===== src/rtl/vga_pkg.sv =====
// Shared types and constants for the frame-buffer access scheduler.
package vga_pkg;

    localparam int H_DISPLAY = 800;
    localparam int V_DISPLAY = 600;
    localparam int COLOR_W   = 24;
    localparam int ADDR_W    = 19;

    typedef logic [COLOR_W-1:0] pixel_t;
    typedef logic [ADDR_W-1:0]  fb_addr_t;

    // Address is resolved before the push, so the FIFO only carries RAM-ready data.
    typedef struct packed {
        fb_addr_t addr;
        pixel_t   data;
    } wr_entry_t;

    typedef enum logic [1:0] {
        IDLE  = 2'd0,
        FETCH = 2'd1,
        DRAIN = 2'd2
    } sched_state_t;

    // y*800 + x without a multiplier: 800 = 512 + 256 + 32.
    function automatic fb_addr_t pix_addr(input logic [10:0] x, input logic [9:0] y);
        fb_addr_t w_y;
        w_y = fb_addr_t'(y);
        return (w_y << 9) + (w_y << 8) + (w_y << 5) + fb_addr_t'(x);
    endfunction

endpackage


===== src/rtl/fb_access_scheduler_fifo.sv =====
// Write-request FIFO: small register-file FIFO with flush, full/empty and level.
module fb_write_fifo
    import vga_pkg::*;
#(
    parameter  int DEPTH = 16,
    localparam int PTR_W = $clog2(DEPTH)
) (
    input  logic            i_clk,
    input  logic            i_rst_n,
    input  logic            i_push,
    input  wr_entry_t       i_push_data,
    input  logic            i_pop,
    input  logic            i_flush,
    output wr_entry_t       o_head,
    output logic            o_full,
    output logic            o_empty,
    output logic [PTR_W:0]  o_level
);

    logic [PTR_W:0] r_wr_ptr;
    logic [PTR_W:0] r_rd_ptr;
    wr_entry_t      r_mem [DEPTH];
    logic           w_push;
    logic           w_pop;

    // Flush overrides both push and pop for the cycle.
    assign w_push  = i_push & ~o_full  & ~i_flush;
    assign w_pop   = i_pop  & ~o_empty & ~i_flush;

    // Extra pointer MSB distinguishes full from empty when the index bits match.
    assign o_empty = (r_wr_ptr == r_rd_ptr);
    assign o_full  = (r_wr_ptr[PTR_W] != r_rd_ptr[PTR_W]) &&
                     (r_wr_ptr[PTR_W-1:0] == r_rd_ptr[PTR_W-1:0]);
    assign o_level = r_wr_ptr - r_rd_ptr;
    assign o_head  = r_mem[r_rd_ptr[PTR_W-1:0]];

    // Pointer update: flush empties the FIFO, otherwise independent push/pop.
    always_ff @(posedge i_clk or negedge i_rst_n) begin
        if (!i_rst_n) begin
            r_wr_ptr <= '0;
            r_rd_ptr <= '0;
        end else if (i_flush) begin
            r_wr_ptr <= '0;
            r_rd_ptr <= '0;
        end else begin
            if (w_push) r_wr_ptr <= r_wr_ptr + 1'b1;
            if (w_pop)  r_rd_ptr <= r_rd_ptr + 1'b1;
        end
    end

    // Entry storage; contents are don't-care until written, so no reset.
    always_ff @(posedge i_clk) begin
        if (w_push) r_mem[r_wr_ptr[PTR_W-1:0]] <= i_push_data;
    end

endmodule


===== src/rtl/fb_access_scheduler.sv =====
// Single-port frame-buffer arbiter: scan-out fetches own active video,
// buffered writer requests drain during blanking.
module fb_access_scheduler
    import vga_pkg::*;
#(
    parameter  int FIFO_DEPTH   = 16,
    parameter  int READ_LATENCY = 1,
    localparam int LVL_W        = $clog2(FIFO_DEPTH) + 1
) (
    input  logic               i_clk,
    input  logic               i_rst_n,
    input  logic               i_blank_n,
    input  logic [10:0]        i_next_x,
    input  logic [9:0]         i_next_y,
    input  logic               i_wr_valid,
    output logic               o_wr_ready,
    input  logic [10:0]        i_wr_x,
    input  logic [9:0]         i_wr_y,
    input  logic [COLOR_W-1:0] i_wr_data,
    input  logic               i_flush,
    output logic [ADDR_W-1:0]  o_mem_addr,
    output logic               o_mem_we,
    output logic [COLOR_W-1:0] o_mem_wdata,
    input  logic [COLOR_W-1:0] i_mem_rdata,
    output logic [COLOR_W-1:0] o_pixel_data,
    output logic               o_pixel_valid,
    output logic [LVL_W-1:0]   o_fifo_level,
    output logic               o_wr_dropped
);

    sched_state_t         r_state;
    sched_state_t         w_state_next;
    fb_addr_t             r_mem_addr;
    fb_addr_t             w_mem_addr_next;
    pixel_t               r_mem_wdata;
    pixel_t               w_mem_wdata_next;
    wr_entry_t            w_head;
    wr_entry_t            w_push_entry;
    logic                 w_full;
    logic                 w_empty;
    logic                 w_accept;
    logic                 w_in_range;
    logic                 w_push;
    logic                 w_pop;
    logic                 r_ready_en;
    logic                 r_dropped;
    logic [READ_LATENCY:0] r_blank_pipe;
    pixel_t               r_pixel_data;
    logic                 r_pixel_valid;

    // Ready is held low until the first edge after reset release.
    assign o_wr_ready   = r_ready_en & ~w_full;
    assign w_accept     = i_wr_valid & o_wr_ready;
    assign w_in_range   = (i_wr_x < 11'(H_DISPLAY)) && (i_wr_y < 10'(V_DISPLAY));
    assign w_push       = w_accept & w_in_range;
    assign w_push_entry = '{addr: pix_addr(i_wr_x, i_wr_y), data: i_wr_data};
    assign w_pop        = (w_state_next == DRAIN);

    fb_write_fifo #(
        .DEPTH (FIFO_DEPTH)
    ) u_fifo (
        .i_clk       (i_clk),
        .i_rst_n     (i_rst_n),
        .i_push      (w_push),
        .i_push_data (w_push_entry),
        .i_pop       (w_pop),
        .i_flush     (i_flush),
        .o_head      (w_head),
        .o_full      (w_full),
        .o_empty     (w_empty),
        .o_level     (o_fifo_level)
    );

    // Owner selection: active video always fetches; writes only in blanking.
    always_comb begin
        w_state_next     = IDLE;
        w_mem_addr_next  = r_mem_addr;
        w_mem_wdata_next = r_mem_wdata;
        if (i_blank_n) begin
            w_state_next    = FETCH;
            w_mem_addr_next = pix_addr(i_next_x, i_next_y);
        end else if (!w_empty && !i_flush) begin
            w_state_next     = DRAIN;
            w_mem_addr_next  = w_head.addr;
            w_mem_wdata_next = w_head.data;
        end
    end

    // Registered RAM port; reset drops any in-flight write immediately.
    always_ff @(posedge i_clk or negedge i_rst_n) begin
        if (!i_rst_n) begin
            r_state     <= IDLE;
            r_mem_addr  <= '0;
            r_mem_wdata <= '0;
        end else begin
            r_state     <= w_state_next;
            r_mem_addr  <= w_mem_addr_next;
            r_mem_wdata <= w_mem_wdata_next;
        end
    end

    assign o_mem_addr  = r_mem_addr;
    assign o_mem_we    = (r_state == DRAIN);
    assign o_mem_wdata = r_mem_wdata;

    // Writer-side status: ready enable and sticky drop flag.
    always_ff @(posedge i_clk or negedge i_rst_n) begin
        if (!i_rst_n) begin
            r_ready_en <= 1'b0;
            r_dropped  <= 1'b0;
        end else begin
            r_ready_en <= 1'b1;
            if (w_accept && !w_in_range) r_dropped <= 1'b1;
        end
    end

    // blank_n tracks the address register and RAM read stages.
    always_ff @(posedge i_clk or negedge i_rst_n) begin
        if (!i_rst_n) begin
            r_blank_pipe <= '0;
        end else begin
            r_blank_pipe[0] <= i_blank_n;
            for (int i = 1; i <= READ_LATENCY; i++) begin
                r_blank_pipe[i] <= r_blank_pipe[i-1];
            end
        end
    end

    // Output pixel register, forced to black outside active video.
    always_ff @(posedge i_clk or negedge i_rst_n) begin
        if (!i_rst_n) begin
            r_pixel_data  <= '0;
            r_pixel_valid <= 1'b0;
        end else begin
            r_pixel_valid <= r_blank_pipe[READ_LATENCY];
            r_pixel_data  <= r_blank_pipe[READ_LATENCY] ? i_mem_rdata : '0;
        end
    end

    assign o_pixel_data  = r_pixel_data;
    assign o_pixel_valid = r_pixel_valid;
    assign o_wr_dropped  = r_dropped;

endmodule


===== config.mk =====
export PLATFORM = sky130hd
export DESIGN_NAME = fb_access_scheduler
export DESIGN_NICKNAME = d
export VERILOG_FILES = /design/src/rtl/vga_pkg.sv /design/src/rtl/fb_access_scheduler_fifo.sv /design/src/rtl/fb_access_scheduler.sv
export SDC_FILE = /design/constraint.sdc
export NUM_CORES = 1
export LEC_CHECK = 0
export CAP_MARGIN = 20
export CORE_MARGIN = 5
export CORE_UTILIZATION = 50
export DETAILED_ROUTE_END_ITERATION = 7
export GPL_TIMING_DRIVEN = 0
export PLACE_DENSITY = 0.69
export SLEW_MARGIN = 20
export SYNTH_ARGS = -nofsm -noshare
export SYNTH_HDL_FRONTEND = slang
export SYNTH_HIERARCHICAL = 1
export SYNTH_SLANG_ARGS = --single-unit

===== constraint.sdc =====
create_clock -name i_clk -period 14.4 [get_ports i_clk]
set_clock_uncertainty 0.05 [all_clocks]
set_input_delay 2.16 -clock i_clk [delete_from_list [all_inputs] [get_ports i_clk]]
set_output_delay 2.16 -clock i_clk [all_outputs]
set_load 0.03 [all_outputs]

Yosys cells after proc, flatten, opt, wreduce, memory -nomap -nowiden --
Memories as Yosys holds them, arrays and structs flattened. Index checks and enable logic that the tools add are counted.
Storage, ports and cells: flip-flop bits (word level) 84, bits in writable memories 688, bits of input ports 95, output and inout port bits 76, word-level logic and storage cells 60, memories 1
Memory list:
- u_fifo.r_mem | depth 16, bits a word 43, rd ports 1, clocked after Yosys merged registers in 0, write ports 1, RTL line fb_access_scheduler_fifo.sv:22 | wr_entry_t r_mem [DEPTH];
Cells by class: $add $sub $neg 9, $lt $le $gt $ge 2, equality and inequality tests 5, muxes and demuxes 11, bitwise operators 11, reductions and logical operators 11
Operators with widths (count):
- $add 19x11->19 | 2
- $add 19x15->19 | 2
- $add 19x18->19 | 2
- $mux 19 | 2
- $mux 24 | 1
- $mux 5 | 4
- $lt 11x10->1 const B | 1
- $add 5x1->5 const B | 2
- $lt 10x10->1 const B | 1
- $and 1x1->1 | 7
- $reduce_bool 2->1 | 3
- $eq 5x5->1 | 1
- $sub 5x5->5 | 1
- $eq 2x2->1 const B | 2
- $eq 4x4->1 | 1
- $logic_and 1x1->1 | 4
- $mux 2 | 2
- $not 1->1 | 4
- $logic_not 1->1 | 3
- $mux 1 | 2
- $reduce_and 2->1 | 1
- $ne 1x1->1 | 1

Logic depth before layout (Yosys ltp) --
depth after elaboration 10, gate-level depth with buffers 13

Modules after synthesis --
Netlist, hierarchy kept.
Modules (own cells, without submodules):
- fb_write_fifo | times used 1, cells an instance 1147, area an instance 26484.2 µm²
- fb_access_scheduler | times used 1, cells an instance 426, area an instance 4668.2 µm²

Worst setup path after synthesis --
OpenSTA, ideal clock, no wires.
kind input -> register, start input i_wr_y[5], end memory u_fifo/r_mem[12][0] (netlist name), enable pin, library setup time 444 ps, arrival 5483 ps, data required time 13906 ps, setup slack 8424 ps, stages on the path 9, cells stage by stage inv_1 ha_1 a21oi_1 o21ai_0 a2111oi_0 and3_1 nor2b_1 nand2_1 nor2_1
On the way: cells in the longest elaborated chain, start to end 7
Ends and longest elaborated chain:
- from (decl) | RTL line fb_access_scheduler.sv:18 | input logic [9:0] i_wr_y,
- $lt 10x10->1 | RTL line fb_access_scheduler.sv:54 | assign w_in_range = (i_wr_x < 11'(H_DISPLAY)) && (i_wr_y < 10'(V_DISPLAY));
- $logic_and 1x1->1 | RTL line fb_access_scheduler.sv:54
- $and 1x1->1 | RTL line fb_access_scheduler.sv:55 | assign w_push = w_accept & w_in_range;
- net w_push | RTL line fb_access_scheduler.sv:43 | logic w_push;
- $and 1x1->1 (2 in a row) | RTL line fb_access_scheduler_fifo.sv:27 | assign w_push = i_push & ~o_full & ~i_flush;
- $mux 1 | RTL line fb_access_scheduler_fifo.sv:53 | if (w_push) r_mem[r_wr_ptr[PTR_W-1:0]] <= i_push_data;
- $mux 1 (implied by the code) | RTL line fb_access_scheduler_fifo.sv:53
- to (decl) | RTL line fb_access_scheduler_fifo.sv:22
The timed path passes the listed nets, and every way through them passes these cells.

Worst setup path after layout --
start register u_fifo.r_rd_ptr[1], end output o_wr_ready
On the way: cells in the longest elaborated chain, start to end 4
Ends and longest elaborated chain:
- from (decl) | RTL line fb_access_scheduler_fifo.sv:21 | logic [PTR_W:0] r_rd_ptr;
- from (signal assigned) | RTL line fb_access_scheduler_fifo.sv:47 | if (w_pop) r_rd_ptr <= r_rd_ptr + 1'b1;
- $eq 4x4->1 | RTL line fb_access_scheduler_fifo.sv:33 | (r_wr_ptr[PTR_W-1:0] == r_rd_ptr[PTR_W-1:0]);
- $logic_and 1x1->1 | RTL line fb_access_scheduler_fifo.sv:32 | assign o_full = (r_wr_ptr[PTR_W] != r_rd_ptr[PTR_W]) &&
- net w_full | RTL line fb_access_scheduler.sv:39 | logic w_full;
- $not 1->1 | RTL line fb_access_scheduler.sv:52 | assign o_wr_ready = r_ready_en & ~w_full;
- $and 1x1->1 | RTL line fb_access_scheduler.sv:52
- to (decl) | RTL line fb_access_scheduler.sv:16 | output logic o_wr_ready,
The timed path passes the listed nets, and every way through them passes these cells.

==> flow_metrics.env <==
export IMPL_synth_top_family_by_area="multiplexers"
export IMPL_max_slew_margin_pct=28.3
export IMPL_die_h_um=260
export IMPL_worst_slew_pin_slew_ns=1.07
export IMPL_cts_max_level=3
export IMPL_fp_coreArea_um2=61700
export IMPL_place_hpwl_um=46200
export IMPL_yosysUniqueCellTypes=49
export IMPL_gp_congestion=0.782
export IMPL_critPathSlowestCell="clkdlybuf4s50_1"
export IMPL_cp_start_kind="flop"
export IMPL_p_leak_uw=0.0126
export IMPL_dr_total_vias=16200
export IMPL_synth_top_area_share_pct=66.3
export IMPL_num_rows=91
export IMPL_grt_max_degree=68
export IMPL_ctsResizeCount=0
export IMPL_antenna_left=0
export IMPL_synthArstFlopShare_pct=10.8
export IMPL_required_ns=12.19
export IMPL_hold_depth=0
export IMPL_worstHoldPathType="flop to flop"
export IMPL_power_density_nw_per_um2=137
export IMPL_synthXorXnorAreaFrac_pct=0.787
export IMPL_cts_clk_slew_worst_paths_ns=0.06
export IMPL_antenna_found_initial=3
export IMPL_setup_viol=0
export IMPL_syn_avg_cell_area_um2=19.8
export IMPL_finalPower_uw=5160
export IMPL_r2r_cells=13
export IMPL_clk_latency_ns=0.63
export IMPL_ys_seq_area_share_pct=73.0
export IMPL_ff2ff_setup_slack_ns=9.09
export IMPL_drcViolationCount=0
export IMPL_tns_ns=0
export IMPL_max_freq_mhz=154
export IMPL_vias_per_cell=5.87
export IMPL_worst_path_stages=9
export IMPL_path_cells="buf_2 -> buf_1 -> inv_1 -> ha_1 -> nand4_1 -> nand2b_1 -> inv_1 -> nor2b_1 -> clkdlybuf4s50_1"
export IMPL_cts_root_buf="clkbuf_16"
export IMPL_clock_sinks=771
export IMPL_drive_above_1_share_pct=21.1
export IMPL_cap_violations=0
export IMPL_worstSetupEndpointType="output port"
export IMPL_die_area_um2=67400
export IMPL_layoutNonFillerInstCount=2764
export IMPL_ir_worst_vdd_mv=0.0811
export IMPL_fin_crit_sh_pct=45.2
export IMPL_ys_warn_count=6
export IMPL_arrival_ns=4.30
export IMPL_wl_per_cell_um=25.6
export IMPL_area_growth_synth_to_final_pct=20.7
export IMPL_pin_count=171
export IMPL_synth_most_common_cell="edfxtp_1"
export IMPL_worstSetupPathType="flop to output port"
export IMPL_fillCellCount=4386
export IMPL_hold_buffers=0
export IMPL_drt_iter0_drc=1649
export IMPL_post_cts_buffers=0
export IMPL_final_nets=2045
export IMPL_syn_inst=1573
export IMPL_max_stage_delay_ns=0.72
export IMPL_mappedNetlistArea_um2=31200
export IMPL_critPathMaxFanout=10
export IMPL_yosys_top_cells_area="edfxtp_1, mux4_2, dfrtp_1"
export IMPL_finalMaxSlewViolations=0
export IMPL_routed_wl_um=70800
export IMPL_synth_compound_area_share_pct=4.00
export IMPL_synth_edf_count=688
export IMPL_gr_total_overflow=0
export IMPL_synth_fa_ha_area_share_pct=4.04
export IMPL_synth_simple_gate_area_share_pct=2.45
export IMPL_cts_tree="done"
export IMPL_yosys_area_top_type="edfxtp_1"
export IMPL_ys_ff_latch=771
export IMPL_cts_buffers=79
export IMPL_status="complete, no violations"
export IMPL_synthMuxAreaShare_pct=13.8
export IMPL_port_buffers=170
export IMPL_synthTopCellsByCount="edfxtp_1, mux4_2, a22oi_1"
export IMPL_clockBufferDepth=3
export IMPL_cpMostUsedCell="inv_1"
export IMPL_timing_final_crit_period_ns=6.51
export IMPL_ys_flop_type="edfxtp_1"
export IMPL_initial_core_util_pct=50.5
export IMPL_hold_viol=0
export IMPL_dieWidth_um=260
export IMPL_synth_nets=1756
export IMPL_path_buf_inv=5
export IMPL_crit_family="buffers and inverters"
export IMPL_first_pass_iters=5
export IMPL_first_global_vias=16800
export IMPL_grt_pass1_wl_um=106000
export IMPL_grtUsageTotal_pct=21.0
export IMPL_rsz0062_at_grt="false"
export IMPL_dp_cells=2618
==> state kept, by name (all words and copies together) (netlist names) <==
signal           flops
o_mem_addr          19
o_mem_wdata         24
o_pixel_data        24
o_pixel_valid        1
o_wr_dropped         1
r_blank_pipe         2
r_ready_en           1
r_state              1
u_fifo/r_mem       688
u_fifo/r_rd_ptr      5
u_fifo/r_wr_ptr      5
==> final timing paths <==
path / to / from
worst min register to register: r_blank_pipe[1]$_DFF_PN0_ / r_blank_pipe[0]$_DFF_PN0_
worst max-delay path: o_wr_ready / u_fifo/r_rd_ptr[1]$_DFFE_PN0P_
min in group asynchronous: o_mem_wdata[12]$_DFFE_PN0P_ / i_rst_n
max in group asynchronous: o_mem_addr[5]$_DFFE_PN0P_ / i_rst_n
worst min-delay path: r_blank_pipe[1]$_DFF_PN0_ / r_blank_pipe[0]$_DFF_PN0_
worst max register to register: u_fifo/r_mem[0][29]$_DFFE_PP_ / u_fifo/r_rd_ptr[1]$_DFFE_PN0P_
==> power by group <==
part           internal [uW]  switching [uW]
Combinational            197             315
Sequential              2570            28.6
Clock                   1210             839
==> per-stage QoR <==
step	area [um^2]	util, %	hold slack (ns)	worst slack, ns
floorplan	31200	-	0.304	8.42
global placement	33900	54.9	0.310	3.50
detailed placement	35000	56.6	0.318	8.20
CTS	37600	60.9	0.331	7.94
global route	37600	60.9	0.341	7.69
finish	37600	60.9	0.326	7.89
==> logic make-up after synthesis <==
logic type / Yosys count
other cells: 1
mux: 211
compound gates: 181
fa+ha+maj: 88
xor+xnor: 28
simple gates: 163
flops: 771
buf+inv: 130
==> cell usage in the layout, fill, tap and decap left out, drive strengths merged, types with 9 or more instances in the layout <==
master	count
nor2	33
xor2	13
buf	75
clkinv	30
mux4	172
clkdlybuf4s50	169
o21ai	29
a22oi	86
mux2	24
fa	21
inv	66
bufinv	9
a21o	12
mux2i	15
and2	26
a21oi	23
dfrtp	83
ha	67
nand2	68
edfxtp	688
clkbuf	131
xnor2	15
==> metal layers <==
metal | GRT usage (%) | wire, um
met1 | 30.9 | 30200
met2 | 33.8 | 34400
met3 | 3.67 | 4830
met4 | 4.34 | 1330
met5 | 0 | 21
==> cell type report <==
| type | instances | area [um^2] | share of cell area [%] |
|---|---|---|---|
| Clock buffer | 100 | 2120 | 5.63 |
| Buffer | 67 | 367 | 0.975 |
| Timing Repair Buffer | 208 | 2600 | 6.90 |
| Inverter | 63 | 236 | 0.629 |
| Clock inverter | 45 | 514 | 1.37 |
| Antenna cell | 1 | 2.50 | 0.00665 |
| Multi-Input combinational cell | 672 | 7990 | 21.2 |
| Tap cell | 837 | 1050 | 2.78 |
| Sequential cell | 771 | 22700 | 60.5 |
==> worst register-to-register path, cell delays in order (launching register included) <==
cell and delay [ns]:
dfrtp_1 0.49, buf_2 0.36, buf_1 0.70, inv_1 0.19, ha_1 0.35, nand4_1 0.32, nand2b_1 0.27, inv_1 0.11
nor2b_1 0.19, and3_1 0.35, nor2b_1 0.31, nand2_1 0.31, nor2_4 0.72, buf_12 0.27
(Power assumes the default switching activity.)
